File: src/rtl/scu_int_ctrl_pkg.sv
// Shared types, register masks and helpers for the SCU interrupt controller.
// Register masks are functions because the package cannot see the block parameters.
package scu_int_ctrl_pkg;

  typedef enum logic [1:0] {
    ST_IDLE,
    ST_ASSERT,
    ST_HOLD
  } int_state_e;

  typedef struct packed {
    logic [3:0] src;
    logic       ext;
    logic [3:0] lvl;
    logic [7:0] vec;
  } winner_t;

  localparam logic [1:0] SEL_IMS   = 2'd0;
  localparam logic [1:0] SEL_IST   = 2'd1;
  localparam logic [1:0] SEL_AIACK = 2'd2;
  localparam logic [1:0] SEL_LVL   = 2'd3;

  localparam logic [31:0] AIACK_WMASK = 32'h0000_0001;
  localparam logic [31:0] AIACK_RMASK = 32'h0000_0001;
  localparam logic [31:0] AIACK_INIT  = '0;
  localparam logic [31:0] IST_INIT    = '0;

  // Internal sources on bits [num_int-1:0], shared external mask on bit 15.
  function automatic logic [31:0] ims_wmask(input int unsigned num_int);
    logic [31:0] m;
    m = '0;
    for (int unsigned i = 0; i < num_int; i++) m[i] = 1'b1;
    m[15] = 1'b1;
    return m;
  endfunction

  function automatic logic [31:0] ims_rmask(input int unsigned num_int);
    return ims_wmask(num_int);
  endfunction

  function automatic logic [31:0] ims_init(input int unsigned num_int);
    return ims_wmask(num_int);
  endfunction

  function automatic logic [31:0] ist_rmask(input int unsigned num_int,
                                            input int unsigned num_ext);
    logic [31:0] m;
    m = '0;
    for (int unsigned i = 0; i < num_int; i++) m[i] = 1'b1;
    for (int unsigned j = 0; j < num_ext; j++) m[16+j] = 1'b1;
    return m;
  endfunction

  // {ext, src} is exactly the IST bit position of a source.
  function automatic logic [31:0] src_bit(input logic ext, input logic [3:0] src);
    logic [31:0] b;
    b = '0;
    b[{ext, src}] = 1'b1;
    return b;
  endfunction

endpackage

File: src/rtl/scu_int_ctrl_if.sv
// Register-decoder, event-source and SH-2 signals of the SCU interrupt controller.
interface scu_int_ctrl_if #(
  parameter int unsigned NUM_INT = 14,
  parameter int unsigned NUM_EXT = 16
);
  logic [1:0]         REG_SEL;
  logic               REG_WR;
  logic [31:0]        REG_DI;
  logic [31:0]        REG_DO;
  logic [NUM_INT-1:0] INT_IN;
  logic [NUM_EXT-1:0] EXT_IN;
  logic [3:0]         IRL;
  logic [7:0]         VEC;
  logic               IACK;

  modport master (
    output REG_SEL, REG_WR, REG_DI, INT_IN, EXT_IN, IACK,
    input  REG_DO, IRL, VEC
  );

  modport slave (
    input  REG_SEL, REG_WR, REG_DI, INT_IN, EXT_IN, IACK,
    output REG_DO, IRL, VEC
  );
endinterface

File: src/rtl/scu_int_ctrl_prio.sv
// Combinational winner selection: highest level, internal before external, low index first.
module scu_int_prio
  import scu_int_ctrl_pkg::*;
#(
  parameter int unsigned NUM_INT      = 14,
  parameter int unsigned NUM_EXT      = 16,
  parameter logic [7:0]  VEC_INT_BASE = 8'h40,
  parameter logic [7:0]  VEC_EXT_BASE = 8'h50
) (
  input  logic [NUM_INT-1:0]   cand_int,
  input  logic [NUM_EXT-1:0]   cand_ext,
  input  logic [NUM_INT*4-1:0] lvl_int,
  input  logic [NUM_EXT*4-1:0] lvl_ext,
  output logic                 valid,
  output winner_t              win
);

  // Strict '>' keeps the earlier (internal, lower-index) source on ties.
  always_comb begin
    valid = 1'b0;
    win   = '0;
    for (int unsigned i = 0; i < NUM_INT; i++) begin
      if (cand_int[i] && (!valid || lvl_int[4*i +: 4] > win.lvl)) begin
        valid   = 1'b1;
        win.src = 4'(i);
        win.ext = 1'b0;
        win.lvl = lvl_int[4*i +: 4];
        win.vec = VEC_INT_BASE + 8'(i);
      end
    end
    for (int unsigned j = 0; j < NUM_EXT; j++) begin
      if (cand_ext[j] && (!valid || lvl_ext[4*j +: 4] > win.lvl)) begin
        valid   = 1'b1;
        win.src = 4'(j);
        win.ext = 1'b1;
        win.lvl = lvl_ext[4*j +: 4];
        win.vec = VEC_EXT_BASE + 8'(j);
      end
    end
  end

endmodule

File: src/rtl/scu_int_ctrl.sv
// SCU interrupt controller: IMS/IST/AIACK registers, priority select, SH-2 IRL handshake.
// Optional SCU_INT_LEVEL_PROG_EN makes levels of sources 0..7 programmable via REG_SEL=3.
module scu_int_ctrl
  import scu_int_ctrl_pkg::*;
#(
  parameter int unsigned          NUM_INT      = 14,
  parameter int unsigned          NUM_EXT      = 16,
  parameter logic [NUM_INT*4-1:0] INT_LVL      = 56'h3556_6889_ABCD_EF,
  parameter logic [NUM_EXT*4-1:0] EXT_LVL      = 64'h4444_4444_4444_7777,
  parameter logic [7:0]           VEC_INT_BASE = 8'h40,
  parameter logic [7:0]           VEC_EXT_BASE = 8'h50
) (
  input logic            CLK,
  input logic            RST,
  input logic            CE,
  scu_int_ctrl_if.slave  bus
);

  localparam logic [31:0] IMS_WMASK = ims_wmask(NUM_INT);
  localparam logic [31:0] IMS_RMASK = ims_rmask(NUM_INT);
  localparam logic [31:0] IMS_INIT  = ims_init(NUM_INT);
  localparam logic [31:0] IST_RMASK = ist_rmask(NUM_INT, NUM_EXT);

  logic [31:0]          ims, ist, ist_n, ev, cand, lvl_rd;
  logic                 aiack, ack, ext_gate, latched_live, win_valid;
  logic [NUM_INT*4-1:0] lvl_tbl;
  winner_t              win, cur, cur_n;
  int_state_e           state, state_n;

  wire wr_ims   = bus.REG_WR && (bus.REG_SEL == SEL_IMS);
  wire wr_ist   = bus.REG_WR && (bus.REG_SEL == SEL_IST);
  wire wr_aiack = bus.REG_WR && (bus.REG_SEL == SEL_AIACK);

`ifdef SCU_INT_LEVEL_PROG_EN
  function automatic logic [31:0] lvl_init();
    logic [31:0] r;
    r = '0;
    for (int unsigned i = 0; i < 8; i++)
      if (i < NUM_INT) r[4*i +: 4] = INT_LVL[4*i +: 4];
    return r;
  endfunction

  logic [31:0] lvl_reg;

  always_ff @(posedge CLK) begin
    if (RST)
      lvl_reg <= lvl_init();
    else if (CE && bus.REG_WR && (bus.REG_SEL == SEL_LVL))
      lvl_reg <= bus.REG_DI;
  end

  always_comb begin
    lvl_tbl = INT_LVL;
    for (int unsigned i = 0; i < 8; i++)
      if (i < NUM_INT) lvl_tbl[4*i +: 4] = lvl_reg[4*i +: 4];
  end

  assign lvl_rd = lvl_reg;
`else
  assign lvl_tbl = INT_LVL;
  assign lvl_rd  = '0;
`endif

  always_comb begin
    cand = '0;
    cand[NUM_INT-1:0]   = ist[NUM_INT-1:0] & ~ims[NUM_INT-1:0];
    cand[16 +: NUM_EXT] = ist[16 +: NUM_EXT] & {NUM_EXT{~ims[15]}};
  end

  assign latched_live = cand[{cur.ext, cur.src}];

  scu_int_prio #(
    .NUM_INT      (NUM_INT),
    .NUM_EXT      (NUM_EXT),
    .VEC_INT_BASE (VEC_INT_BASE),
    .VEC_EXT_BASE (VEC_EXT_BASE)
  ) u_prio (
    .cand_int (cand[NUM_INT-1:0]),
    .cand_ext (cand[16 +: NUM_EXT]),
    .lvl_int  (lvl_tbl),
    .lvl_ext  (EXT_LVL),
    .valid    (win_valid),
    .win      (win)
  );

  always_comb begin
    state_n = state;
    cur_n   = cur;
    ack     = 1'b0;
    unique case (state)
      ST_IDLE: begin
        if (win_valid) begin
          cur_n   = win;
          state_n = ST_ASSERT;
        end
      end
      ST_ASSERT: begin
        if (bus.IACK) begin
          ack     = 1'b1;
          state_n = ST_HOLD;
        end else if (!latched_live) begin
          state_n = ST_HOLD;
        end else if (win_valid && (win.lvl > cur.lvl)) begin
          cur_n = win;
        end
      end
      ST_HOLD:  state_n = ST_IDLE;
      default:  state_n = ST_IDLE;
    endcase
  end

  // An acknowledge that consumes AIACK also blocks external latching in that same cycle.
  assign ext_gate = aiack && !ims[15] && !(ack && cur.ext);

  always_comb begin
    ev = '0;
    ev[NUM_INT-1:0] = bus.INT_IN;
    if (ext_gate) ev[16 +: NUM_EXT] = bus.EXT_IN;
    ist_n = ist;
    if (wr_ist) ist_n = ist_n & bus.REG_DI;
    if (ack)    ist_n = ist_n & ~src_bit(cur.ext, cur.src);
    // New events are ORed last so they survive a same-cycle clear.
    ist_n = (ist_n | ev) & IST_RMASK;
  end

  always_ff @(posedge CLK) begin
    if (RST) begin
      state <= ST_IDLE;
      cur   <= '0;
    end else if (CE) begin
      state <= state_n;
      cur   <= cur_n;
    end
  end

  always_ff @(posedge CLK) begin
    if (RST) begin
      ims   <= IMS_INIT;
      ist   <= IST_INIT;
      aiack <= AIACK_INIT[0];
    end else if (CE) begin
      ist <= ist_n;
      if (wr_ims) ims <= bus.REG_DI & IMS_WMASK;
      if (wr_aiack)
        aiack <= bus.REG_DI[0];
      else if (ack && cur.ext)
        aiack <= 1'b0;
    end
  end

  assign bus.IRL = (state == ST_ASSERT) ? cur.lvl : 4'h0;
  assign bus.VEC = (state == ST_ASSERT) ? cur.vec : 8'h00;

  always_comb begin
    bus.REG_DO = '0;
    unique case (bus.REG_SEL)
      SEL_IMS:   bus.REG_DO = ims & IMS_RMASK;
      SEL_IST:   bus.REG_DO = ist & IST_RMASK;
      SEL_AIACK: bus.REG_DO = {31'b0, aiack} & AIACK_RMASK;
      SEL_LVL:   bus.REG_DO = lvl_rd;
      default:   bus.REG_DO = '0;
    endcase
  end

endmodule

File: src/flat_wrapper.sv
// flat-port wrapper written by rule: the top's interface ports become plain ports
module scu_int_ctrl_flat import scu_int_ctrl_pkg::*;
#(
  parameter int unsigned          NUM_INT      = 14,
  parameter int unsigned          NUM_EXT      = 16,
  parameter logic [NUM_INT*4-1:0] INT_LVL      = 56'h3556_6889_ABCD_EF,
  parameter logic [NUM_EXT*4-1:0] EXT_LVL      = 64'h4444_4444_4444_7777,
  parameter logic [7:0]           VEC_INT_BASE = 8'h40,
  parameter logic [7:0]           VEC_EXT_BASE = 8'h50
)
  (CLK, RST, CE, bus_REG_SEL, bus_REG_WR, bus_REG_DI, bus_INT_IN, bus_EXT_IN, bus_IACK, bus_REG_DO, bus_IRL, bus_VEC);
  scu_int_ctrl_if #(.NUM_INT(NUM_INT), .NUM_EXT(NUM_EXT)) bus_i ();
  input logic CLK;
  input logic RST;
  input logic CE;
  input wire logic [$bits(bus_i.REG_SEL)-1:0] bus_REG_SEL;
  input wire logic [$bits(bus_i.REG_WR)-1:0] bus_REG_WR;
  input wire logic [$bits(bus_i.REG_DI)-1:0] bus_REG_DI;
  input wire logic [$bits(bus_i.INT_IN)-1:0] bus_INT_IN;
  input wire logic [$bits(bus_i.EXT_IN)-1:0] bus_EXT_IN;
  input wire logic [$bits(bus_i.IACK)-1:0] bus_IACK;
  output wire logic [$bits(bus_i.REG_DO)-1:0] bus_REG_DO;
  output wire logic [$bits(bus_i.IRL)-1:0] bus_IRL;
  output wire logic [$bits(bus_i.VEC)-1:0] bus_VEC;
  assign bus_i.REG_SEL = bus_REG_SEL;
  assign bus_i.REG_WR = bus_REG_WR;
  assign bus_i.REG_DI = bus_REG_DI;
  assign bus_i.INT_IN = bus_INT_IN;
  assign bus_i.EXT_IN = bus_EXT_IN;
  assign bus_i.IACK = bus_IACK;
  assign bus_REG_DO = bus_i.REG_DO;
  assign bus_IRL = bus_i.IRL;
  assign bus_VEC = bus_i.VEC;
  scu_int_ctrl #(.NUM_INT(NUM_INT), .NUM_EXT(NUM_EXT), .INT_LVL(INT_LVL), .EXT_LVL(EXT_LVL), .VEC_INT_BASE(VEC_INT_BASE), .VEC_EXT_BASE(VEC_EXT_BASE)) u_core (.CLK(CLK), .RST(RST), .CE(CE), .bus(bus_i));
endmodule
File: config.mk
export PLATFORM = sky130hd
export DESIGN_NAME = scu_int_ctrl_flat
export DESIGN_NICKNAME = d
export VERILOG_FILES = /design/src/rtl/scu_int_ctrl_pkg.sv /design/src/rtl/scu_int_ctrl_if.sv /design/src/rtl/scu_int_ctrl_prio.sv /design/src/rtl/scu_int_ctrl.sv /design/src/flat_wrapper.sv
export SDC_FILE = /design/constraint.sdc
export NUM_CORES = 1
export LEC_CHECK = 0
export ABC_CLOCK_PERIOD_IN_PS = 4600
export CORE_MARGIN = 3
export CORE_UTILIZATION = 25
export DETAILED_ROUTE_END_ITERATION = 7
export PLACE_DENSITY_LB_ADDON = 0.25
export SKIP_LAST_GASP = 1
export SLEW_MARGIN = 20
export SYNTH_ARGS = -nofsm -noshare
export SYNTH_HDL_FRONTEND = slang
export SYNTH_SLANG_ARGS = --single-unit
File: constraint.sdc
create_clock -name CLK -period 4.6 [get_ports CLK]
set_input_delay 1.15 -clock CLK [delete_from_list [all_inputs] [get_ports CLK]]
set_output_delay 1.15 -clock CLK [all_outputs]
set_load 0.005 [all_outputs]
==> results.md, run 1 <==
Final layout:
- In the final design database the tool counted 718 nets.
- Compared with the post-synthesis result, the final layout area differs by 39.53%.
- Of the cells placed in the final design, the portion with a size suffix greater than 1 is 0.06462.
- The repair_antennas step left the layout with diodes totalling 0.
- In the final layout, the multi-input gates occupy 0.002644 mm².
- The total of fill cells in the finished design is 1630.
- The non-filler instance count after layout is 861.
- The summed area of non-filler cells in the final layout is 0.005622 mm².
- The area taken by flip-flops and latches is 0.001161 mm².

Worst hold path:
- The worst hold path endpoint is u_core.cur[6]$_SDFFE_PP0P_.
- The launch instance of the worst min-delay path is u_core.cur[6]$_SDFFE_PP0P_.
- In this run the worst hold path is classified as flop to flop.
- The worst hold path passes through 2 cells.

Worst setup path:
- The critical path is of the flop to flop type.
- The largest driver fanout on the critical path is 6.
- The kind of launch point of the worst setup path is a flop.
- The launch point of the critical path is u_core.ist[4]$_SDFFE_PP0P_.
- In this run the critical register-to-register path is captured at u_core.cur[4]$_SDFFE_PP0P_.
- The worst setup path is captured at a flop.
- For the worst flop-to-flop path, the logic depth is 14.
- The flop-to-flop setup slack is 0.45 ns.
- The data arrival time of the critical path is 4.37 ns.
- The reg-to-reg startpoint is u_core.ist[4]$_SDFFE_PP0P_.
- The data required time at the worst endpoint is 4.82 ns.

Die:
- The overall die width is 132.9 µm.
- In this run the count of I/O pins placed on the die edge is 113.
- The floorplan step defined a die boundary enclosing 0.01767 mm².
- Measured along the y axis, the die boundary spans 132.9 µm.
- The floorplan row count is 45.
- For this configuration, the core starts out at a cell density of 0.2602.
- The floorplan step defined a core boundary enclosing 0.01548 mm².

GRT:
- The first global-routing pass estimated 24830 µm of wire.
- In the global route stage, met2 resource usage came out at 0.2771.
- The met1 layer usage reported by global route is 0.2386.
- The met3 track utilization from global routing is 0.03346.
- The highest-utilization routing layer at the global route stage is met2.
- Across every metal layer, demand over resource in global routing totals 0.1749.
- The initial antenna violation count is 0.
- The pin count of the biggest net entering global routing is 50.
- For this run the aggregate overflow at the end of global routing stands at 0.
- The number of global-route vias before repair is 4581.

Route:
- The remaining design rule violation count is 0.
- The detailed router finished its first iteration with 355 violations.
- The wire length reported by the detailed router is 15540 µm.
- The mean number of vias per cell is 5.273.
- The length of the first detailed-routing pass in iterations is 5.
- The total vias in the final route is 4540.
- Dividing the detail-routed wire length by the instance count gives 18.05 µm.
- The count of nets left with antenna violations once routing finished came out at 0.

Logic synthesis:
- After synthesis, the largest family of logic cells by area is simple AND/OR/NAND/NOR gates.
- The yosys synthesis warning count is 0.
- In this run the mean area of a mapped cell was 7.312 µm².
- The xor-xnor portion of the synthesized cell area is 0.
- The combined area of all synthesized cells is 0.004029 mm².
- The commonest register cell after synthesis is sky130_fd_sc_hd__dfxtp_1.
- After synthesis the netlist holds a flip-flop and latch count of 58.
- The most area-hungry cell type in the Yosys netlist is sky130_fd_sc_hd__dfxtp_1.
- The area share of the largest cell type after synthesis is 0.2882.
- Sorting the synthesized cells by area gives the leading types as sky130_fd_sc_hd__dfxtp_1 (29%), sky130_fd_sc_hd__nand2_1 (7.1%), sky130_fd_sc_hd__nor2_1 (6.4%).
- The count of distinct cell types in the synthesized netlist is 60.
- Counting every instance in the synthesized netlist gives 551.
- After synthesis, the share of flip-flops with an asynchronous set or reset is 0.
- The portion of synthesized area spent on multiplexers is 0.08509.
- Counting flops with a built-in enable in the synthesized netlist gives 0.
- The share of synthesized cell area in and, or, nand and nor gates is 0.3174.
- The synthesized-area fraction occupied by ao, oa, aoi and oai cells is 0.2385.
- Of the total synthesized cell area, the portion taken by full adders, half adders and majority gates is 0.01242.
- The share of synthesized area occupied by flip-flops and latches is 0.2882.

Clock tree:
- The TritonCTS clock tree is done.
- The clock buffer count from CTS is 9.
- After clock tree synthesis, the repair step resized 0 gates.
- For the worst-skew pair, the clock arrives at the later sink with an insertion delay of 0.33 ns.
- The count of clock tree sinks is 58.
- The hold-fix buffer count after cts is 0.
- CTS built an H-tree with a depth of 3.
- The total setup buffers inserted after CTS is 0.
- The clock root buffer master is sky130_fd_sc_hd__clkbuf_16.
- Clock-pin slew was measured on the worst setup and hold paths at 0.06 ns.
- The buffer depth of the longest clock path is 2.

Job:
- The number of maximum-capacitance constraint violations is 0.

STA:
- The relative slew slack is 0.2867.
- Setup violations remaining at the end of the flow were counted as 0.
- The share of the clock period used by the worst path after layout is 0.9011.
- Across the routed clock network, the largest skew measured is 0.006725 ns.
- Summed over all failing endpoints, the final setup total negative slack is 0 ns.
- Setup repair after global routing left no endpoint under its margin.
- The shortest clock period the worst path allows after layout is 4.145 ns.
- The worst-case setup margin in the final layout is 0.4549 ns.
- The hold violation total from the final report is 0.
- The pin slew with the least headroom to its limit is 1.067 ns.
- The final max-slew violation count is 0.
- The timing-limited maximum frequency is 241.2 MHz.

Place:
- The worst slack at placement is 0.5296 ns.
- After legalization and detailed placement, the total HPWL measured 11510 µm.
- The congestion estimate from routability-driven global placement came to 0.8946.
- The port buffer count is 108.
- The number of instances in the placed design is 845.
- Once placement finished, the instance area stood at 0.005303 mm².

Pwr:
- Power spread over the standard cell area amounts to 272.4 mW/mm².
- The largest voltage drop on the vdd net is 0.1599 mV.
- In this run the static leakage power is 2.085 nW.

Outcome:
- The run finished with clean final reports.
## stage by stage
stage,hold slack [ns],utilization,power [mW]
6_report,0.4461,0.3631,1.531
5_1_grt,0.4642,0.3631,1.593
4_1_cts,0.4485,0.3631,1.539
3_5_place_dp,0.4418,0.3425,0.8202
3_3_place_gp,0.4383,0.3425,0.8188
2_1_floorplan,0.4209,-,0.6894
## cell type report
cell class / count / share of cell area
Clock buffer: 9 / 0.04006
Inverter: 14 / 0.009348
Multi-Input combinational cell: 440 / 0.4703
Timing Repair Buffer: 122 / 0.2101
Sequential cell: 58 / 0.2065
Clock inverter: 7 / 0.01669
Tap cell: 211 / 0.04696
## power by group
part	total, mW	internal [mW]	switching [mW]	leakage [nW]
Combinational	0.267	0.136	0.131	1.46
Clock	0.720	0.472	0.247	0.151
Sequential	0.545	0.523	0.0225	0.473
Total	1.53	1.13	0.400	2.09
## flip-flops by register name (all words and copies together), names as in the netlist
register	cells
u_core.cur	10
u_core.ist	30
u_core.state	2
u_core.ims	15
u_core.aiack	1
## how the worst max path moves through the flow
stage                     cells past startpoint                          to  slack, ns
after floorplan                              15  u_core.cur[3]$_SDFFE_PP0P_       0.97
after global placement                        5               bus_REG_DO[2]       0.53
after detailed placement                      5              bus_REG_DO[16]       0.53
after CTS                                    14  u_core.cur[4]$_SDFFE_PP0P_       0.48
after global routing                         14  u_core.cur[4]$_SDFFE_PP0P_       0.20
final                                        14  u_core.cur[4]$_SDFFE_PP0P_       0.45
## cell usage after synthesis (2+ instances only)
library cell	n
sky130_fd_sc_hd__o311ai_0	2
sky130_fd_sc_hd__o21a_1	5
sky130_fd_sc_hd__or2_2	3
sky130_fd_sc_hd__nor2b_1	17
sky130_fd_sc_hd__buf_4	4
sky130_fd_sc_hd__a211o_1	2
sky130_fd_sc_hd__inv_1	14
sky130_fd_sc_hd__mux2i_1	23
sky130_fd_sc_hd__nand3_1	25
sky130_fd_sc_hd__nand2b_1	14
sky130_fd_sc_hd__nand4_1	8
sky130_fd_sc_hd__a31oi_1	6
sky130_fd_sc_hd__clkbuf_1	32
sky130_fd_sc_hd__o22a_1	3
sky130_fd_sc_hd__o211ai_1	3
sky130_fd_sc_hd__nor4_1	8
sky130_fd_sc_hd__a22oi_1	30
sky130_fd_sc_hd__and2_1	30
sky130_fd_sc_hd__o31ai_1	5
sky130_fd_sc_hd__buf_1	2
sky130_fd_sc_hd__o21bai_1	3
sky130_fd_sc_hd__o21ai_0	9
sky130_fd_sc_hd__a21oi_1	19
sky130_fd_sc_hd__a41oi_1	3
sky130_fd_sc_hd__nor2_1	69
sky130_fd_sc_hd__o22ai_1	33
sky130_fd_sc_hd__mux4_2	4
sky130_fd_sc_hd__or3_1	5
sky130_fd_sc_hd__ha_1	4
sky130_fd_sc_hd__buf_2	2
sky130_fd_sc_hd__nand2_1	76
sky130_fd_sc_hd__dfxtp_1	58
sky130_fd_sc_hd__or4_4	2
sky130_fd_sc_hd__or2b_1	2
## cell families after synthesis
kind of cell,count (synthesis)
AO/OA/AOI/OAI,139
AND/OR/NAND/NOR,265
other,1
buffers and inverters,55
adder cells (fa/ha/maj),4
flip-flops,58
multiplexers,29
## cells in the final DEF, fill, tap and decap left out, drive strengths merged, types with 10 or more instances in the layout
cell           instances
nor2b                 17
and2                  30
clkdlybuf4s50        107
buf                   15
nand3                 25
nand2b                14
o21ai                 10
a21oi                 19
dfxtp                 58
nand2                 76
nor2                  69
inv                   14
o22ai                 33
a22oi                 30
mux2i                 23
## layer usage
| metal | vias up | wire length (µm) |
|---|---|---|
| li1 | 2171 | - |
| met1 | 2215 | 7362 |
| met2 | 134 | 7158 |
| met3 | 20 | 692 |
| met4 | 0 | 327 |
| met5 | - | 0 |
## worst max-delay path: stages (launching register included)
cell                       delay [ns]
sky130_fd_sc_hd__dfxtp_1         0.32
sky130_fd_sc_hd__nor2b_1         0.19
sky130_fd_sc_hd__or4_1           0.59
sky130_fd_sc_hd__nor4_1          0.46
sky130_fd_sc_hd__o21ai_0         0.33
sky130_fd_sc_hd__o21a_1          0.23
sky130_fd_sc_hd__ha_1            0.30
sky130_fd_sc_hd__nor2b_1         0.13
sky130_fd_sc_hd__o21a_1          0.13
sky130_fd_sc_hd__o21a_1          0.11
sky130_fd_sc_hd__o21ai_0         0.09
sky130_fd_sc_hd__a2111o_1        0.44
sky130_fd_sc_hd__o21a_1          0.28
sky130_fd_sc_hd__buf_4           0.20
sky130_fd_sc_hd__o211a_1         0.21
Note: power is estimated with default switching activity, not from simulation.
==> run 2, diff against run 1 <==
--- a/config.mk
+++ b/config.mk
@@ -8,7 +8,9 @@
 export ABC_CLOCK_PERIOD_IN_PS = 4600
 export CORE_MARGIN = 3
 export CORE_UTILIZATION = 25
+export CTS_BUF_LIST = sky130_fd_sc_hd__clkbuf_16
 export DETAILED_ROUTE_END_ITERATION = 7
+export GPL_TIMING_DRIVEN = 0
 export PLACE_DENSITY_LB_ADDON = 0.25
 export SKIP_LAST_GASP = 1
 export SLEW_MARGIN = 20
==> results.md, run 2 (synthesis gave the netlist of run 1 again) <==
Outcome:
- The run finished with clean final reports.

Worst setup path:
- The signal on the critical path passes through clkbuf_1 -> nor2b_1 -> clkbuf_1 -> and2_1 -> clkdlybuf4s50_1.
- In this design, the critical path's most frequently occurring cell is sky130_fd_sc_hd__clkbuf_1.
- The critical path is of the primary input to output pin type.
- The critical path's top delay family is buffers and inverters.
- The data arrival time of the critical path is 3.09 ns.
- STA classifies the critical path endpoint as an output pin.
- The slowest stage of the critical path is the sky130_fd_sc_hd__nor2b_1 cell.
- The largest driver fanout on the critical path is 10.
- The total buffers and inverters traversed by the critical path is 3.
- The largest incremental delay on the critical path is 0.53 ns.
- The data required time at the worst endpoint is 3.45 ns.
- The kind of launch point of the worst setup path is a primary input.

GRT:
- The total global routing track utilization is 0.1810.
- Entering global routing, the biggest net connects 11 pins.
- The number of global-route vias before repair was 4502.
- The global-route wire length before repair is 25120 µm.
- Summed over all layers, the global routing overflow is 0.
- The initial antenna violation count is 0.

Clock tree:
- The insertion delay of the later-clocked pin in the worst-skew pair is 0.34 ns.
- The hold-fix buffer count after cts is 0.
- The count of clock tree sinks is 58.
- The total setup buffers inserted after CTS is 0.
- The clock buffer count from CTS is 9.
- The TritonCTS clock tree is done.
- The post-cts resize count is 0.
- The clock root buffer master is sky130_fd_sc_hd__clkbuf_16.
- The H-tree was split into 3 levels.
- In this run the deepest clock path goes through 2 buffers.
- After clock tree synthesis, the clock-pin slew on the worst setup and hold paths is 0.05 ns.

Route:
- The remaining design rule violation count is 0.
- The number of nets with antenna violations after detailed routing is 0.
- The final layout contains routed wiring with a total length of 16380 µm.
- Across all layers, the routed design uses 4700 vias.
- Dividing the detail-routed via count by the number of cells gives 5.323.
- The violation count after the first detailed-routing iteration is 375.
- The average routed wire per standard cell is 18.55 µm.
- For this run, the detailed router's first-pass iteration total came to 5.

Final layout:
- The register with the most flip-flops in the layout has 30 of them.
- In the final layout, the registers with the most flip-flops are u_core.ist x30, u_core.ims x15, u_core.cur x10.
- Leaving out fill and tap cells, the most frequent cell in the layout is sky130_fd_sc_hd__clkdlybuf4s50_1.
- In the layout the commonest cells are sky130_fd_sc_hd__clkdlybuf4s50_1 (105), sky130_fd_sc_hd__nand2_1 (76), sky130_fd_sc_hd__nor2_1 (69).
- More flip-flops sit in one register than any other, and that register is u_core.ist.
- The area overhead of the layout relative to synthesis is 39.75%.
- In the final layout, the share of cells above drive strength 1 is 0.04613.
- The net count of the finished layout is 742.
- The number of antenna diodes in the final layout is 0.

Place:
- Routability-driven placement finished with a final weighted congestion of 0.8990.
- The port buffer count is 105.
- The half-perimeter wire length of the detailed placement result is 12650 µm.

STA:
- The final max-slew violation count came to 0.
- The worst slack on hold paths is 0.4399 ns.
- In the final timing run, aggregate negative setup slack is 0 ns.
- The clock skew is 0.009000 ns.
- The shortest clock period the worst path allows after layout is 4.243 ns.
- Headroom to the max-slew limit came out at 0.4280.
- Dividing the final minimum period by the clock period gives 0.9224.
- Setup repair after global routing left no endpoint under its margin.
- The pin slew with the least headroom to its limit is 0.8558 ns.
- The hold violation total from the final report is 0.
- Setup violations remaining at the end of the flow were counted as 0.
- For this run, the top clock speed supported by timing is 235.7 MHz.

Die:
- The top-level I/O count is 113.
- The floorplan step set the die width to 132.9 µm.
- In this run the core area contains 45 standard-cell rows.
- The area of the die is 0.01767 mm².
- For this configuration, the core starts out at a cell density of 0.2602.
- The total area inside the core boundary comes to 0.01548 mm².
- The height of the die is 132.9 µm.

Pwr:
- The internal portion of the total power is 1.067 mW.
- The total net switching power is 0.3920 mW.
- Of the total power, the share spent switching nets is 0.2686.
- Summed over all cells, the static leakage comes to 2.068 nW.
- The relative contribution of sequential cells to total power is 0.371.
- Power spread over the standard cell area amounts to 259.2 mW/mm².
- The largest voltage drop on the vdd net is 0.1631 mV.
- The part of the power in the clock network is 0.437.
- The combinational group share of total power is 0.192.

Job:
- Across the run, the number of max-cap violations was 0.

Worst hold path:
- In this run the worst hold path is classified as flop to flop.
-- run 2: path summary, 6_finish.rpt --
kind	cells past startpoint	startpoint	endpoint	slack, ns
setup / recovery	5	bus_REG_SEL[0]	bus_REG_DO[31]	0.36
hold / removal	2	u_core.cur[6]$_SDFFE_PP0P_	u_core.cur[6]$_SDFFE_PP0P_	0.44
setup reg to reg	14	u_core.ist[4]$_SDFFE_PP0P_	u_core.cur[3]$_SDFFE_PP0P_	0.40
hold reg to reg	2	u_core.cur[6]$_SDFFE_PP0P_	u_core.cur[6]$_SDFFE_PP0P_	0.44
-- run 2: layout make-up --
cell class | count | area (µm²)
clock inverter | 5 | 47.55
sequential | 58 | 1161
multi-input combinational | 440 | 2650
inverter | 14 | 52.55
timing repair buffer | 105 | 1051
fill | 1650 | 9853
tap | 211 | 264.0
buffer | 41 | 178.9
clock buffer | 9 | 225.2
-- run 2: through the flow --
step | area [µm²] | std cells | util | worst slack [ns] | power (mW)
floorplan | 4036 | 553 | - | 0.9708 | 0.6894
global placement | 5351 | 869 | 0.3456 | 0.2705 | 0.8242
detailed placement | 5351 | 869 | 0.3456 | 0.3258 | 0.8271
CTS | 5624 | 883 | 0.3632 | 0.3219 | 1.471
global route | 5630 | 883 | 0.3636 | 0.1885 | 1.518
finish | 5630 | 883 | 0.3636 | 0.3571 | 1.459
-- run 2: metal layers --
metal	track usage	part of all wire
met1	0.2432	0.45
met2	0.2853	0.46
met3	0.03270	0.065
met4	0.07506	0.030
met5	0	0
-- run 2: power by group through the flow --
stage               sequential [mW]  clock (mW)  combinational, mW
finish                        0.541       0.638              0.280
global route                  0.543       0.669              0.305
CTS                           0.540       0.652              0.278
detailed placement            0.550           0              0.277
global placement              0.549           0              0.275
floorplan                     0.545           0              0.145
-- run 2: worst reg2reg max path: cells and delay by family (launching register included) --
family                   cells  cell delay, ns
AO/OA/AOI/OAI                8            1.88
adder cells (fa/ha/maj)      1            0.30
buffers and inverters        1            0.18
flip-flops                   1            0.32
AND/OR/NAND/NOR              4            1.39
==> run 3, diff against run 2 <==
--- a/config.mk
+++ b/config.mk
@@ -5,13 +5,13 @@
 export SDC_FILE = /design/constraint.sdc
 export NUM_CORES = 1
 export LEC_CHECK = 0
-export ABC_CLOCK_PERIOD_IN_PS = 4600
 export CORE_MARGIN = 3
 export CORE_UTILIZATION = 25
 export CTS_BUF_LIST = sky130_fd_sc_hd__clkbuf_16
 export DETAILED_ROUTE_END_ITERATION = 7
+export DONT_BUFFER_PORTS = 1
 export GPL_TIMING_DRIVEN = 0
-export PLACE_DENSITY_LB_ADDON = 0.25
+export PLACE_DENSITY_LB_ADDON = 0.15
 export SKIP_LAST_GASP = 1
 export SLEW_MARGIN = 20
 export SYNTH_ARGS = -nofsm -noshare
==> results.md, run 3 (synthesis gave the netlist of run 1 again) <==
Clock tree:
- The number of hold buffers added after CTS was 0.
- The buffer depth of the longest clock path is 2.
- The clock tree synthesis step divided the H-tree into 3 levels.
- The clock root buffer master is sky130_fd_sc_hd__clkbuf_16.
- The total setup buffers inserted after CTS is 0.
- The post-cts resize count is 0.
- The count of clock tree sinks is 58.
- The TritonCTS clock tree is done.
- The later pin in the worst-skew pair is clocked with a latency of 0.34 ns.
- The CTS clock-pin slew for the worst setup and hold paths is 0.05 ns.
- Buffers inserted during clock tree synthesis total 9.

Pwr:
- Summed over all cells, the static leakage comes to 1.683 nW.
- Power spread over the standard cell area amounts to 303.9 mW/mm².
- Across the VDD grid, the largest voltage drop is 0.1622 mV.
- The design draws 1.396 mW.

Final layout:
- The register with the most flip-flops is u_core.ist.
- At the end of the flow, the number of nets in the layout was 637.
- The number of antenna repair diodes is 0.
- The filler cells instantiated in the layout total 1709.
- In the final layout, the share of cells above drive strength 1 is 0.05624.
- Compared with the post-synthesis result, the final layout area differs by 14.04%.
- The library cells used most frequently in the layout, excluding fill and tap cells, are sky130_fd_sc_hd__nand2_1 (76), sky130_fd_sc_hd__nor2_1 (69), sky130_fd_sc_hd__dfxtp_1 (58).
- The flip-flop count of the largest register after layout is 30.
- The largest registers in the layout are u_core.ist x30, u_core.ims x15, u_core.cur x10.
- Leaving out fill and tap cells, the most frequent cell in the layout is sky130_fd_sc_hd__nand2_1.

Worst setup path:
- The kind of end point of the critical path is a flop.
- Across all register-to-register paths, the minimum setup slack is 0.43 ns.
- Along the worst path, the maximum fanout reaches 10.
- The critical path is of the flop to flop type.
- The reg-to-reg startpoint is u_core.ist[2]$_SDFFE_PP0P_.
- The worst register-to-register path ends at u_core.cur[15]$_SDFFE_PP0P_.
- The end point of the critical path is u_core.cur[15]$_SDFFE_PP0P_.
- The launch point of the critical path is u_core.ist[2]$_SDFFE_PP0P_.
- Data on the critical path is required at its endpoint by 4.83 ns.
- The worst setup path is launched from a flop.
- At the worst endpoint, the arrival time is 4.40 ns.
- Counting cells, the worst reg-to-reg path comes to 15.

Die:
- After floorplanning, the core was divided into 45 placement rows.
- The height of the die is 132.9 µm.
- For this configuration, the core starts out at a cell density of 0.2602.
- The die covers 0.01767 mm².
- The overall die width is 132.9 µm.
- The total area inside the core boundary comes to 0.01548 mm².
- 113 I/O pins were placed.

STA:
- After routing, the total negative slack on setup checks comes to 0 ns.
- For the pin with the worst max-slew slack, the measured transition is 1.173 ns.
- The relative slew slack is 0.2162.
- Setup repair after global routing left no endpoint under its margin.
- The timing-limited maximum frequency is 239.6 MHz.
- The total of endpoints with negative setup slack in the final report is 0.
- The tightest hold path in the finished design has a slack of 0.4426 ns.
- The routed design could run at a clock period as short as 4.174 ns.
- Across the routed clock network, the largest skew measured is 0.006694 ns.
- The hold violation total from the final report came to 0.
- In the finished design, the share of the clock period the worst path needs comes to 0.9075.
- Once routing completed, OpenROAD measured the worst setup slack at 0.4256 ns.
- The final max-slew violation count is 0.

GRT:
- The initial antenna violation count is 0.
- The first global-routing pass estimated 24580 µm of wire.
- The total congestion overflow is 0.
- The number of global-route vias before repair came to 4255.
- The total global routing track utilization is 0.1817.
- The pin count of the biggest net entering global routing is 11.

Place:
- The half-perimeter wire length of the detailed placement result is 12520 µm.
- The routability congestion estimate from global placement is 0.8709.
- Timing analysis after detailed placement gives a worst setup slack of 0.3599 ns.
- The port buffer count is 0.

Worst hold path:
- The min-delay analysis places its worst path in the category flop to flop.
- The launch instance of the worst min-delay path is u_core.cur[6]$_SDFFE_PP0P_.

Route:
- The total vias in the final route is 4270.
- The mean number of vias per cell is 5.474.
- The first detailed-routing pass ran for 5 iterations.
- The violation count after the first detailed-routing iteration is 341.
- The detail route stage leaves a number of antenna-violating nets equal to 0.
- Wires add up to 16250 µm.
- In the routed design, unresolved DRC markers number 0.
- The average routed wire per standard cell is 20.83 µm.

Outcome:
- The run finished with clean final reports.

Job:
- The tool flagged a number of max-cap violations equal to 0.
==> run 3: power breakdown <==
part | leakage [nW] | internal, mW | switching, mW | total, mW
registers | 0.473 | 0.523 | 0.0182 | 0.541
clock network | 0.145 | 0.413 | 0.247 | 0.659
logic | 1.07 | 0.0730 | 0.123 | 0.196
total | 1.68 | 1.01 | 0.388 | 1.40
==> run 3: worst min path at each step <==
stage                                            end  slack, ns  cells past startpoint
after CTS                 u_core.cur[6]$_SDFFE_PP0P_       0.45                      2
after floorplan           u_core.cur[6]$_SDFFE_PP0P_       0.42                      2
after global routing      u_core.cur[6]$_SDFFE_PP0P_       0.46                      2
after global placement    u_core.cur[6]$_SDFFE_PP0P_       0.44                      2
final                     u_core.cur[6]$_SDFFE_PP0P_       0.44                      2
after detailed placement  u_core.cur[6]$_SDFFE_PP0P_       0.44                      2
==> run 3: layout make-up <==
class                   instances  area, µm²  area share
plain buffers                  41      178.9     0.03894
clock buffers                   9      225.2     0.04902
clock inverters                 7      62.56     0.01362
inverters                      14      52.55     0.01144
multi-input cells             440       2650      0.5768
flip-flops and latches         58       1161      0.2527
well taps                     211      264.0     0.05746
==> run 3: metrics by stage <==
| stage | cells | utilization | cell area, µm² |
|---|---|---|---|
| 4_1_cts | 780 | 0.2963 | 4588 |
| 2_1_floorplan | 553 | - | 4036 |
| 3_5_place_dp | 764 | 0.2777 | 4300 |
| 5_1_grt | 780 | 0.2967 | 4594 |
| 3_3_place_gp | 764 | 0.2777 | 4300 |
| 6_report | 780 | 0.2967 | 4594 |
==> run 3: critical path, stage by stage (launching register included) <==
cell and delay, ns:
sky130_fd_sc_hd__dfxtp_1 0.34, sky130_fd_sc_hd__nor2b_1 0.22, sky130_fd_sc_hd__nor4_1 0.72, sky130_fd_sc_hd__nand3_1 0.27, sky130_fd_sc_hd__clkbuf_1 0.30, sky130_fd_sc_hd__a41oi_1 0.23, sky130_fd_sc_hd__o21a_1 0.20, sky130_fd_sc_hd__ha_1 0.25
sky130_fd_sc_hd__nor2b_1 0.13, sky130_fd_sc_hd__o21a_1 0.17, sky130_fd_sc_hd__o21a_1 0.16, sky130_fd_sc_hd__o21ai_0 0.21, sky130_fd_sc_hd__a2111o_1 0.19, sky130_fd_sc_hd__o21a_1 0.12, sky130_fd_sc_hd__buf_4 0.20, sky130_fd_sc_hd__mux2_2 0.34
==> run 3: layer usage <==
layer,share of wire,GRT usage
met1,0.43,0.2276
met2,0.45,0.2844
met3,0.076,0.05285
met4,0.036,0.09007
met5,0,0
